$ cat src/rtl/mem_fifo_ctrl_pkg.sv
// rtl/mem_fifo_ctrl_pkg.sv - shared types and helpers for the mem FIFO controller
//
// Purpose : occupancy-update encoding used by the top level.
// Contents: occ_op_e  - what the occupancy counter does this cycle
//           occ_op()  - decode accepted push/pop strobes into an occ_op_e

package mem_fifo_ctrl_pkg;

  typedef enum logic [1:0] {
    OCC_HOLD = 2'd0,
    OCC_INC  = 2'd1,
    OCC_DEC  = 2'd2
  } occ_op_e;

  // A push and a pop in the same cycle cancel out, so only a lone strobe
  // moves the counter.
  function automatic occ_op_e occ_op(input logic push_fire, input logic pop_fire);
    occ_op_e op;
    op = OCC_HOLD;
    case ({push_fire, pop_fire})
      2'b10:   op = OCC_INC;
      2'b01:   op = OCC_DEC;
      default: op = OCC_HOLD;
    endcase
    return op;
  endfunction

endpackage

$ cat src/rtl/mem_fifo_ctrl_wrap_ptr.sv
// rtl/mem_fifo_ctrl_wrap_ptr.sv - modulo-DEPTH pointer with increment enable
//
// Purpose : address pointer that counts 0..DEPTH-1 and wraps back to 0, so
//           non-power-of-two depths never produce an out-of-range address.
// Ports   : clk    - clock
//           rst_n  - asynchronous active-low reset, clears ptr to 0
//           inc    - advance the pointer on this posedge
//           ptr    - current pointer value (registered)

module wrap_ptr #(
  parameter int DEPTH  = 100,
  parameter int ADDR_W = $clog2(DEPTH)
) (
  input  logic              clk,
  input  logic              rst_n,
  input  logic              inc,
  output logic [ADDR_W-1:0] ptr
);

  localparam logic [ADDR_W-1:0] LAST = ADDR_W'(DEPTH - 1);

  logic [ADDR_W-1:0] ptr_d;
  logic [ADDR_W-1:0] ptr_q;

  always_comb begin
    ptr_d = ptr_q;
    if (inc) begin
      ptr_d = (ptr_q == LAST) ? '0 : ptr_q + ADDR_W'(1);
    end
  end

  always_ff @(posedge clk or negedge rst_n) begin
    if (!rst_n) begin
      ptr_q <= '0;
    end else begin
      ptr_q <= ptr_d;
    end
  end

  assign ptr = ptr_q;

endmodule

$ cat src/rtl/mem_fifo_ctrl.sv
// rtl/mem_fifo_ctrl.sv - FIFO controller wrapped around an external registered-read mem
//
// Purpose : turns a plain DEPTH x DATA_W storage array (instantiated by the
//           parent) into a first-in-first-out queue. Owns pointers, occupancy
//           and wrap-around; mem only stores.
// Ports   : clk, rst_n                 - clock, asynchronous active-low reset
//           push_valid/push_data       - producer side
//           push_ready                 - FIFO can accept (0 while in reset)
//           pop_req                    - consumer asks for one entry
//           pop_ack                    - request accepted this cycle
//           pop_data/pop_data_valid    - dequeued word, one cycle after pop_ack
//           underflow                  - one-cycle pulse: pop_req while empty
//           count, full, empty         - occupancy state
//           mem_wr_en/addr/data        - to mem write port
//           mem_rd_en/addr             - to mem read port
//           mem_rd_data                - from mem, valid the cycle after rd_en

module mem_fifo_ctrl
  import mem_fifo_ctrl_pkg::*;
#(
  parameter int DATA_W = 8,
  parameter int DEPTH  = 100,
  parameter int ADDR_W = $clog2(DEPTH),
  parameter int CNT_W  = $clog2(DEPTH + 1)
) (
  input  logic              clk,
  input  logic              rst_n,
  input  logic              push_valid,
  input  logic [DATA_W-1:0] push_data,
  output logic              push_ready,
  input  logic              pop_req,
  output logic              pop_ack,
  output logic [DATA_W-1:0] pop_data,
  output logic              pop_data_valid,
  output logic              underflow,
  output logic [CNT_W-1:0]  count,
  output logic              full,
  output logic              empty,
  output logic              mem_wr_en,
  output logic [ADDR_W-1:0] mem_wr_addr,
  output logic [DATA_W-1:0] mem_wr_data,
  output logic              mem_rd_en,
  output logic [ADDR_W-1:0] mem_rd_addr,
  input  logic [DATA_W-1:0] mem_rd_data
);

  localparam logic [CNT_W-1:0] CNT_FULL = CNT_W'(DEPTH);

  logic [CNT_W-1:0]  count_d, count_q;
  logic              rd_pend_d, rd_pend_q;
  logic              underflow_d, underflow_q;
  logic              full_w, empty_w;
  logic              push_fire, pop_fire;
  logic [ADDR_W-1:0] wr_ptr, rd_ptr;
  occ_op_e           op;

  // Flags decode the registered count only, so they move on posedge alone.
  assign full_w  = (count_q == CNT_FULL);
  assign empty_w = (count_q == '0);

  // When full, a same-cycle pop does not free room for the push: the freed
  // slot only becomes visible after the posedge, so push_ready stays low.
  // When empty, the pop is refused outright because mem reads are registered
  // and a bypass path would break the one-cycle read latency contract.
  always_comb begin
    push_fire   = push_valid && rst_n && !full_w;
    pop_fire    = pop_req && !empty_w;
    underflow_d = pop_req && empty_w;
    rd_pend_d   = pop_fire;
    op          = occ_op(push_fire, pop_fire);
    count_d     = count_q;
    case (op)
      OCC_INC: count_d = count_q + CNT_W'(1);
      OCC_DEC: count_d = count_q - CNT_W'(1);
      default: count_d = count_q;
    endcase
  end

  always_ff @(posedge clk or negedge rst_n) begin
    if (!rst_n) begin
      count_q     <= '0;
      rd_pend_q   <= 1'b0;
      underflow_q <= 1'b0;
    end else begin
      count_q     <= count_d;
      rd_pend_q   <= rd_pend_d;
      underflow_q <= underflow_d;
    end
  end

  wrap_ptr #(
    .DEPTH  (DEPTH),
    .ADDR_W (ADDR_W)
  ) u_wr_ptr (
    .clk   (clk),
    .rst_n (rst_n),
    .inc   (push_fire),
    .ptr   (wr_ptr)
  );

  wrap_ptr #(
    .DEPTH  (DEPTH),
    .ADDR_W (ADDR_W)
  ) u_rd_ptr (
    .clk   (clk),
    .rst_n (rst_n),
    .inc   (pop_fire),
    .ptr   (rd_ptr)
  );

  // Gating push_ready with rst_n keeps producers stalled while reset is held,
  // even though count already reads 0 (which would otherwise mean "not full").
  assign push_ready     = rst_n && !full_w;
  assign pop_ack        = pop_fire;
  assign full           = full_w;
  assign empty          = empty_w;
  assign count          = count_q;
  assign underflow      = underflow_q;

  assign mem_wr_en      = push_fire;
  assign mem_wr_addr    = wr_ptr;
  assign mem_wr_data    = push_data;
  assign mem_rd_en      = pop_fire;
  assign mem_rd_addr    = rd_ptr;

  // rd_pend is cleared by reset, so a read in flight across reset never
  // surfaces even if mem still returns a word.
  assign pop_data_valid = rd_pend_q;
  assign pop_data       = mem_rd_data;

endmodule
$ cat config.mk
export PLATFORM = sky130hd
export DESIGN_NAME = mem_fifo_ctrl
export DESIGN_NICKNAME = d
export VERILOG_FILES = /design/src/rtl/mem_fifo_ctrl_pkg.sv /design/src/rtl/mem_fifo_ctrl_wrap_ptr.sv /design/src/rtl/mem_fifo_ctrl.sv
export SDC_FILE = /design/constraint.sdc
export NUM_CORES = 1
export LEC_CHECK = 0
export ABC_AREA = 1
export CAP_MARGIN = 20
export CORE_MARGIN = 2
export CORE_UTILIZATION = 43
export CTS_CLUSTER_DIAMETER = 30
export DETAILED_ROUTE_END_ITERATION = 6
export MAX_ROUTING_LAYER = met4
export PLACE_DENSITY = 0.79
export REMOVE_ABC_BUFFERS = 1
export SYNTH_ARGS = -nofsm -noshare
export SYNTH_HDL_FRONTEND = slang
export SYNTH_SLANG_ARGS = --single-unit
$ cat constraint.sdc
create_clock -name clk -period 2.6 [get_ports clk]
set_clock_uncertainty 0.15 [all_clocks]
set_input_delay 0.52 -clock clk [delete_from_list [all_inputs] [get_ports clk]]
set_output_delay 0.52 -clock clk [all_outputs]
set_load 0.01 [all_outputs]
# Word-level counts from Yosys, hierarchy flattened
# Index checks and enable logic that the tools add are counted.
dict set report word_totals {
  ff_bits 23
  inputBits 20
  wordCells 29
}
dict set report classes {
  addsub 4
  eq_ne 7
  mux 4
  n_reduce_logical 9
}
# operator n
set op_table {}
lappend op_table {{7-bit by 1-bit adder with 7-bit output, second input constant} 3}
lappend op_table {{7-bit == test, second input constant} 3}
lappend op_table {{7-bit two-way mux} 2}
lappend op_table {{7-bit case mux with 2 select lines} 1}
lappend op_table {{7-bit zero test} 1}
lappend op_table {{7-bit by 1-bit subtractor with 7-bit output, second input constant} 1}
lappend op_table {{1-bit logical AND} 5}
lappend op_table {{2-bit by 1-bit == test with 1-bit output, second input constant} 2}
lappend op_table {{2-bit == test, second input constant} 2}
lappend op_table {{2-bit case mux with 2 select lines} 1}
lappend op_table {{1-bit zero test} 2}
lappend op_table {{2-bit nonzero test} 1}

# Logic depth before layout (Yosys ltp)
# Gate-level depths: netlist of run 1.
dict set report logic_depth {
  word_depth 7
  mapped_depth 16
}

# Modules after synthesis
# Synthesis of run 1 repeated with hierarchy kept, for this count alone.
dict set report unflattened {
  hier_cells 211
  area_unflattened_um2 1547.7
}
# module n_inst cells_per_inst area_per_inst_um2 seq_area_each_um2
set modules_own_cells {}
lappend modules_own_cells {mem_fifo_ctrl 1 111 799.5 225.2}
lappend modules_own_cells {wrap_ptr 2 50 374.1 175.2}

# Worst setup path before layout of run 1
# No wires, ideal clock.
dict set report synth_timing {
  path_kind {register -> register}
  from {reg count_q[6] (netlist: count[6])}
  to {reg count_q[6] (netlist: count[6])}
  setup_ps 65
  arrival_ps 2178
  t_required_ps 2385
  slack_ps 207
  stages_incl_launch_ff 14
  n_path_buf 0
  period_less_slack_ps 2393
  cell_sequence {dfrtp_1 nand3b_1 nor2_2 nor2_2 ha_1 inv_1 fa_1 inv_1 nand2_1 nand2_1 nand3_1 nand3_1 nand3_1 nand2_1}
}
dict set report synth_via {
  elab_chain_cells 7
}
# element line
set synth_lines {}
lappend synth_lines {{start: declaration} mem_fifo_ctrl.sv:49} ;# logic [CNT_W-1:0] count_d, count_q;
lappend synth_lines {{start signal: assignment} mem_fifo_ctrl.sv:85} ;# count_q <= count_d;
lappend synth_lines {{7-bit zero test *} mem_fifo_ctrl.sv:59} ;# assign empty_w = (count_q == '0);
lappend synth_lines {{via empty} mem_fifo_ctrl.sv:38} ;# output logic empty,
lappend synth_lines {{1-bit zero test *} mem_fifo_ctrl.sv:67} ;# pop_fire = pop_req && !empty_w;
lappend synth_lines {{1-bit logical AND *} mem_fifo_ctrl.sv:67}
lappend synth_lines {{via mem_rd_en} mem_fifo_ctrl.sv:42} ;# output logic mem_rd_en,
lappend synth_lines {{2-bit by 1-bit == test with 1-bit output / 2-bit == test (equally long branches)} mem_fifo_ctrl_pkg.sv:20} ;# case ({push_fire, pop_fire})
lappend synth_lines {{2-bit case mux with 2 select lines *} mem_fifo_ctrl_pkg.sv:20}
lappend synth_lines {{2-bit == test / 2-bit by 1-bit == test with 1-bit output (equally long branches)} mem_fifo_ctrl.sv:72} ;# case (op)
lappend synth_lines {{7-bit case mux with 2 select lines / 2-bit nonzero test (equally long branches)} n/a}
# Mark *: on every way through the listed nets, which the timed path passes. The rest lies on a longest branch.
# A chain may end at the register's enable or synchronous reset.

# Worst setup path after layout of run 1
dict set report layout_timing {
  from {in rst_n}
  to {out push_ready}
}
dict set report layout_via {
  elab_chain_cells 1
}
# element line
set layout_lines {}
lappend layout_lines {{start: declaration} mem_fifo_ctrl.sv:27} ;# input logic rst_n,
lappend layout_lines {{1-bit logical AND} mem_fifo_ctrl.sv:113} ;# assign push_ready = rst_n && !full_w;
lappend layout_lines {{end: declaration} mem_fifo_ctrl.sv:30} ;# output logic push_ready,
# No other way between the ends.

==> summary.md, run 1 <==
The tools report the DRC violations left as 0. The final critical path takes up 97.42% of the cycle. After layout, the worst setup slack is 67.09 ps.

The effective utilization at floorplan is 44.32%, and the path depth of the worst reg2reg path is 15. The floorplan die height is 65.20 um. The total power divided by cell area is 996.9 nW/um^2, and the number of global-route vias before repair is 1280. TritonCTS built the clock tree. The run gives 24 as the largest net degree at the start of global routing. The area of the die is 4250 um^2, and the largest fanout of any net on the critical path is 2.

For hold timing, the worst endpoint is u_wr_ptr.ptr[1]. In the final routed layout, each cell accounts on average for 11.74 um. The total grt overflow came out at 0.

Setup violations remaining at the end of the flow were counted as 0. The flow ran to the end, and the final reports show no timing, DRC or antenna violations. The Yosys step of the flow raised 0 warnings. Row generation in the floorplan step produced 22 rows. For the post-detailed-routing wire length, the log shows 3.462 mm. The worst setup path is launched from an input pin.

The routed layout has 1420 vias. Worst setup timing slack at the placement stage: -208.1 ps. Measured against its own limit, the worst slew margin works out to 74.20%. The count of buffers added on input and output ports is 32. The maximum vdd drop was 531.5 uV; the setup slack of the most critical reg-to-reg path was 190 ps. In this run the most critical hold path is launched from u_wr_ptr.ptr[1]. Clock tree synthesis selected as its root buffer the cell clkbuf_8.

For the count of nets after finishing, the log shows 277. For the pin with the worst max-slew slack, the measured transition is 386.9 ps. For this run, the share of the core covered by cells in the final layout is 54.99%. The average instance area after synthesis came out at 7.421 um^2. The type of the worst min-delay path is reg2reg.

The leakage power was 1.000 nW; the chip width was 65.20 um. Combinational logic is responsible for 54.9% of the overall power. For the final-report max-slew violation count, the log shows 0.

The post-route setup TNS is 0 ps. The final non-filler cell total was 295; the number of cells on the worst hold path was 2. The setup path with the least slack is of type in2out.

The first global-routing pass estimated 5.809 mm of wire. Before antenna repair, the detailed router went through 4 iterations. The logs give 1998 um^2 for the final non-filler cell area and 1860 ps for the endpoint arrival time on the critical path. Setup repair after global routing left no endpoint under its margin. The synthesized netlist contains 24 unique library cells. After filler insertion, the fill cell instance count of the layout stands at 356. For the worst-skew pair, the clock arrives at the later sink with an insertion delay of 260 ps. The proportion of netlist area held by the largest area contributor was 35.74%.

Across the run, the number of max-cap violations was 0. Counting flops and latches in the post-synthesis netlist gives 23. The congestion estimate from routability-driven global placement came to 0.8700. In this run the cell area of the synthesized design comes to 1610 um^2. Hold repair after CTS inserted 0 buffers.

Clock-pin slew was measured on the worst setup and hold paths at 80 ps. The area of the core was 3633 um^2; the net switching power was 839.2 uW. The proportion of power drawn by the clock network is 11.1%, and the fraction of the yosys area taken by sequential cells is 35.74%.

The fraction of final layout cells sized beyond drive strength 1 is 10.12%. STA classifies the critical path endpoint as a primary output. The count of nets left with antenna violations once routing finished came out at 0.

For the number of hold-slack violations in the final timing report, the log shows 0. The number of sinks on the clock net was 23. Using the TritonRoute via totals, the vias-per-cell ratio works out to 4.814. In this run the critical register-to-register path is captured at count[6]. The logs give 0 for the number of antenna violations at the first check in global routing and 2 for the number of buffers between clock root and the deepest sink. Compared with the post-synthesis result, the final layout area differs by 24.09%.

For the internal power of the cells, the log shows 1.153 mW. Sequential cells burn 34.0% of the power. Of the total power, the share spent switching nets is 42.13%. Global routing consumed, over all layers together, 18.05% of the routing resources. The synthesized design spends more area on one cell type than any other, namely dfrtp_1. Startpoint of the worst-slack reg-to-reg timing path: count[3]. The antenna diode instance count is 0. The required time at the worst-slack endpoint was 1930 ps; the post-layout minimum cycle time was 2533 ps. Detailed placement ended at an HPWL of 2.643 mm. The tools report the top-level port count as 65.

Yosys attributes the largest share of cell area to dfrtp_1 36%, nand2_1 15%, buf_4 7.9%. The first routing iteration left 103 violations. Based on the critical path, the design can be clocked at up to 394.8 MHz.

The logs give 1942 um^2 for the post-detailed-placement cell area and 3 for the TritonCTS buffer count. The post-synthesis instance total is 217, and the maximum level of the CTS H-tree is 1. The count of placed standard cells including taps is 291.
cells in the mapped netlist (all sizes together):
cell     n
nand2   63
inv     31
dfrtp   23
nand3   23
nor2    19
buf     18
o21ai   11
ha       8
xnor2    5
a21oi    4
nand4    3
xor2     3
o22ai    2
fa       1
nand3b   1
nor3     1
o21bai   1
flip-flops by register name, summed over array words and instances, names as in the netlist:
name / cells
pop_data_valid: 1
u_wr_ptr.ptr: 7
count: 7
u_rd_ptr.ptr: 7
underflow: 1
metal layers:
metal / vias up / routed length, um / global-route usage [%] / share of wire (%)
li1: 731 / - / - / -
met1: 649 / 1702 / 23.61 / 49
met2: 38 / 1536 / 27.17 / 44
met3: 2 / 189 / 4.795 / 5.5
met4: 0 / 34 / 6.250 / 0.98
met5: - / 0 / - / 0
how the worst max path moves through the flow:
stage	startpoint	to	slack, ps	cells past startpoint
after CTS	pop_req	pop_ack	2	5
after global placement	rst_n	count[6]	-160	13
final	rst_n	push_ready	70	5
after detailed placement	rst_n	count[6]	-210	14
after floorplan	count[6]	count[6]	140	13
after global routing	count[4]	count[6]	10	15
final cells by class:
type / count / area (um^2) / area share (%)
Multi-Input combinational cell: 145 / 784.5 / 39.26
Sequential cell: 23 / 575.6 / 28.80
Timing Repair Buffer: 44 / 410.4 / 20.54
Inverter: 31 / 121.4 / 6.074
Tap cell: 48 / 60.06 / 3.006
Clock buffer: 3 / 41.29 / 2.066
Clock inverter: 1 / 5.005 / 0.2505
per-stage QoR:
step                hold WS [ps]  total power, mW
floorplan                  74.41            1.287
CTS                        406.0            2.011
global placement           375.3            1.757
finish                     406.4            1.992
global route               438.0            2.192
detailed placement         385.8            1.778
critical path, stage by stage:
cell and delay, ps:
clkdlybuf4s50_1 540, buf_4 140, inv_1 30, nor2_1 90
clkdlybuf4s50_1 540
power groups by stage:
stage / Clock [mW] / Sequential (mW) / Combinational, mW
global route: 0.249 / 0.703 / 1.24
finish: 0.221 / 0.677 / 1.09
floorplan: 0 / 0.707 / 0.581
global placement: 0 / 0.682 / 1.07
detailed placement: 0 / 0.681 / 1.10
CTS: 0.231 / 0.676 / 1.10
cell usage in the layout (no fill, tap or decap):
cell type / instances
clkdlybuf4s50_1: 29
nor2_1: 14
nand3b_1: 1
o21ai_0: 9
nand2_1: 62
xnor2_1: 5
nor2_8: 1
nand4_1: 3
nor3_1: 1
o21bai_1: 1
a21oi_1: 4
inv_1: 30
dfrtp_1: 23
nor2_4: 2
dlymetal6s2s_1: 1
nor2_2: 2
buf_4: 12
fa_1: 1
clkinv_2: 1
nand3_1: 23
xor2_1: 3
clkbuf_8: 3
dlygate4sd2_1: 2
o21ai_2: 1
inv_6: 1
o21ai_1: 1
ha_2: 1
ha_1: 7
nand2_2: 1
o22ai_1: 2
cell families after synthesis:
family                     Yosys count  synth area share, %
and+or+nand+nor                    110                30.15
AOI/OAI and AO/OA                   18                6.138
adders and majority gates            9                7.460
xor gates and xnor gates             8                4.351
DFF                                 23                35.74
buffers and inverters               49                16.16
repair_timing:
action / 4_1_cts / 5_1_grt
endpoints found under the setup margin: 2 / 5
buffers inserted: 0 / 0
pin swaps: 0 / 0
gates resized for setup: 3 / 3
No activity file was read; power rests on OpenSTA's default activity.
==> run 2, diff against run 1 <==
Settings changed: GPL_TIMING_DRIVEN from default to 0.
==> run 2 against run 1 <==
  * Count of clock-buffer cells in the layout stayed put
  * Clock power rose by 3%
  * Sequential share of layout area rose by 0.89 points
  * Wire length down 1.1%
  * Cell count decreased by 3.4%
  * Flip-flop and latch count stayed put
  * Critical path type unchanged
  * Highest routed layer unchanged
==> summary.md, run 2 (synthesized netlist as in run 1, its figures left out) <==
The tools report the total via count in the routed design as 1364. The worst register-to-register path has a depth of 15. The die is 65.20 um wide. Max-cap violation count: 0. Cell seen most often among critical-path stages: clkdlybuf4s50_1. Leaving out fill and tap cells, the most frequent cell in the layout is nand2_1. Pin placement for this block handled 65 I/O pins.

The wire-length estimate of the detail-placed layout is 2.530 mm. Placer's final routability congestion estimate: 0.8484. The tools report the final non-filler cell area as 1938 um^2. The type of the worst min-delay path was reg2reg. The maximum level of the CTS H-tree was 1; the area of the die was 4250 um^2. The placed instances occupy a cell area of 1852 um^2. Dividing the detail-routed wire length by the instance count gives 12.01 um. The run gives 0 as the final-report max-slew violation count. The count of port buffers added during placement was 32; the DRC violations left was 0.

In this run the standard cell core region covers 3633 um^2. The standard-cell row count was 22. Setup violations remaining at the end of the flow were counted as 0. The global-route track usage on met1 came out at 23.03%. Kind of cell adding the most delay to the critical path: buffers and inverters. The busiest layer in global routing is met2. The worst setup path is captured at a primary output. The ratio of routed vias to standard cells works out to 4.786. The worst relative slew slack came out at 68.82%. The run finished with clean final reports. The starting DRC count in detailed routing is 92. The number of cells on the worst hold path was 2.

Logic depth of the worst path, buffers included: 4. The run gives 0.9438 nW as the leakage power. The slowest stage of the critical path is the clkdlybuf4s50_1 cell. At the later pin of the worst-skew pair, clock insertion delay measures 270 ps. The antenna diode instance count is 0.

The type of the setup path with the least slack is in2out. Kind of start point of the critical path: an input pin. The first global-routing pass estimated 5.630 mm of wire.

For this design, the sink count on the clock tree is 23. Summed over all failing endpoints, the final setup total negative slack is 0 ps. The die is 65.20 um tall. Counting the buffers created by CTS gives 3.

The area growth from synthesis to layout is 20.36%. STA puts the critical path data arrival time at 1860 ps. The post-CTS setup buffer count came out at 0. Setup repair after global routing could not meet its margin everywhere. For this configuration, the core starts out at a cell density of 44.32%.

For the worst setup path, the data required time is 1930 ps. The maximum vdd drop was 477.0 uV. The number of global-route vias before repair is 1248.

Walking the worst path, the cells encountered are clkdlybuf4s50_1 -> inv_1 -> nor2_4 -> clkdlybuf4s50_1. The total power divided by cell area was 1002 nW/um^2; the fraction of final layout cells sized beyond drive strength 1 was 5.907%. The run gives 24 as the largest net degree at the start of global routing. The count of nets after finishing is 267. The final period utilization works out to 97.35%.

Post-layout minimum cycle time: 2531 ps. Leaving out fill and tap cells, the most frequent cells in the layout are 63 x nand2_1, 31 x clkdlybuf4s50_1, 30 x inv_1, 23 x nand3_1, 23 x dfrtp_1. Met3 usage: 5.308%. TritonCTS built the clock tree.

After global routing the overflow that remains totals 0. Global routing used 25.26% of the available met2 tracks. The number of iterations in the first detailed-routing pass was 4; the post-detailed-routing wire length was 3.423 mm. Global routing used 17.65% of the available tracks across all layers. The tools report the root buffer cell as clkbuf_8. The number of buffers between clock root and the deepest sink came out at 2.

Clock-pin slew was measured on the worst setup and hold paths at 80 ps. Static timing analysis puts the maximum clock frequency at 395.1 MHz. At the pin with the least slew margin, the transition time is 466.1 ps. The number of antenna violations at the first check in global routing is 0. The critical path buffer and inverter count was 3; the antenna violation net count after detailed routing was 0. Of all nets on the critical path, the largest fanout is 7. The largest single stage delay on the critical path is 570 ps. The number of hold-slack violations in the final timing report is 0.
run 2: cell type report:
class	count	area, um^2
clock buffer	3	41.29
clock inverter	1	5.005
fill	376	1695
inverter	31	121.4
multi-input combinational	145	792.0
sequential	23	575.6
tap	48	60.06
timing repair buffer	34	342.8
run 2: timing repair:
action,4_1_cts,5_1_grt
resized for setup,8,1
hold endpoints to repair,23,0
endpoints found under the setup margin,11,2
cloned,0,0
pin swaps,0,1
hold buffers,1,0
run 2: worst register-to-register path: stages (launching register included):
cell	delay [ps]
dfrtp_1	460
nor2_2	130
nand2_1	90
nor2_4	170
nor2_8	70
inv_6	100
ha_4	200
inv_1	70
fa_1	380
inv_1	80
nand2_1	60
nand2_1	90
nand3_1	70
nand3_1	70
nand3_1	70
nand2_1	70
run 2: worst paths after layout:
check | start | to | slack (ps)
max | pop_req | pop_ack | 70
min | u_wr_ptr.ptr[1] | u_wr_ptr.ptr[1] | 400
max reg2reg | count[0] | count[6] | 190
min reg2reg | u_wr_ptr.ptr[1] | u_wr_ptr.ptr[1] | 400
max in group asynchronous | rst_n | u_rd_ptr.ptr[6] | 1230
min in group asynchronous | rst_n | underflow | 600
run 2: per-stage QoR:
step,util [%],setup WS [ps],power (mW),cells,hold slack [ps]
2_1_floorplan,-,138.2,1.287,199,74.41
3_3_place_gp,50.96,-1272,1.683,279,374.7
3_5_place_dp,50.96,-1327,1.713,279,373.7
4_1_cts,52.65,30.88,1.950,284,394.7
5_1_grt,53.34,-11.34,2.130,285,425.0
6_report,53.34,68.84,1.942,285,396.8
run 2: report_power, final:
group          switching, mW  internal (mW)  total, mW
Sequential             0.189          0.489      0.678
Combinational          0.522          0.515       1.04
Clock                  0.120          0.107      0.227
Total                  0.831           1.11       1.94
run 2: routing by layer:
metal  part of all wire [%]  vias up
met5                      0        -
met4                    2.0        0
met3                    6.4        5
met2                     45       44
met1                     47      612
li1                       -      703
==> run 3, diff against run 2 <==
Settings changed: CTS_CLUSTER_DIAMETER 30 to default.
==> results of run 3 <==
Final layout, timing and power as in run 2 (identical DEF).
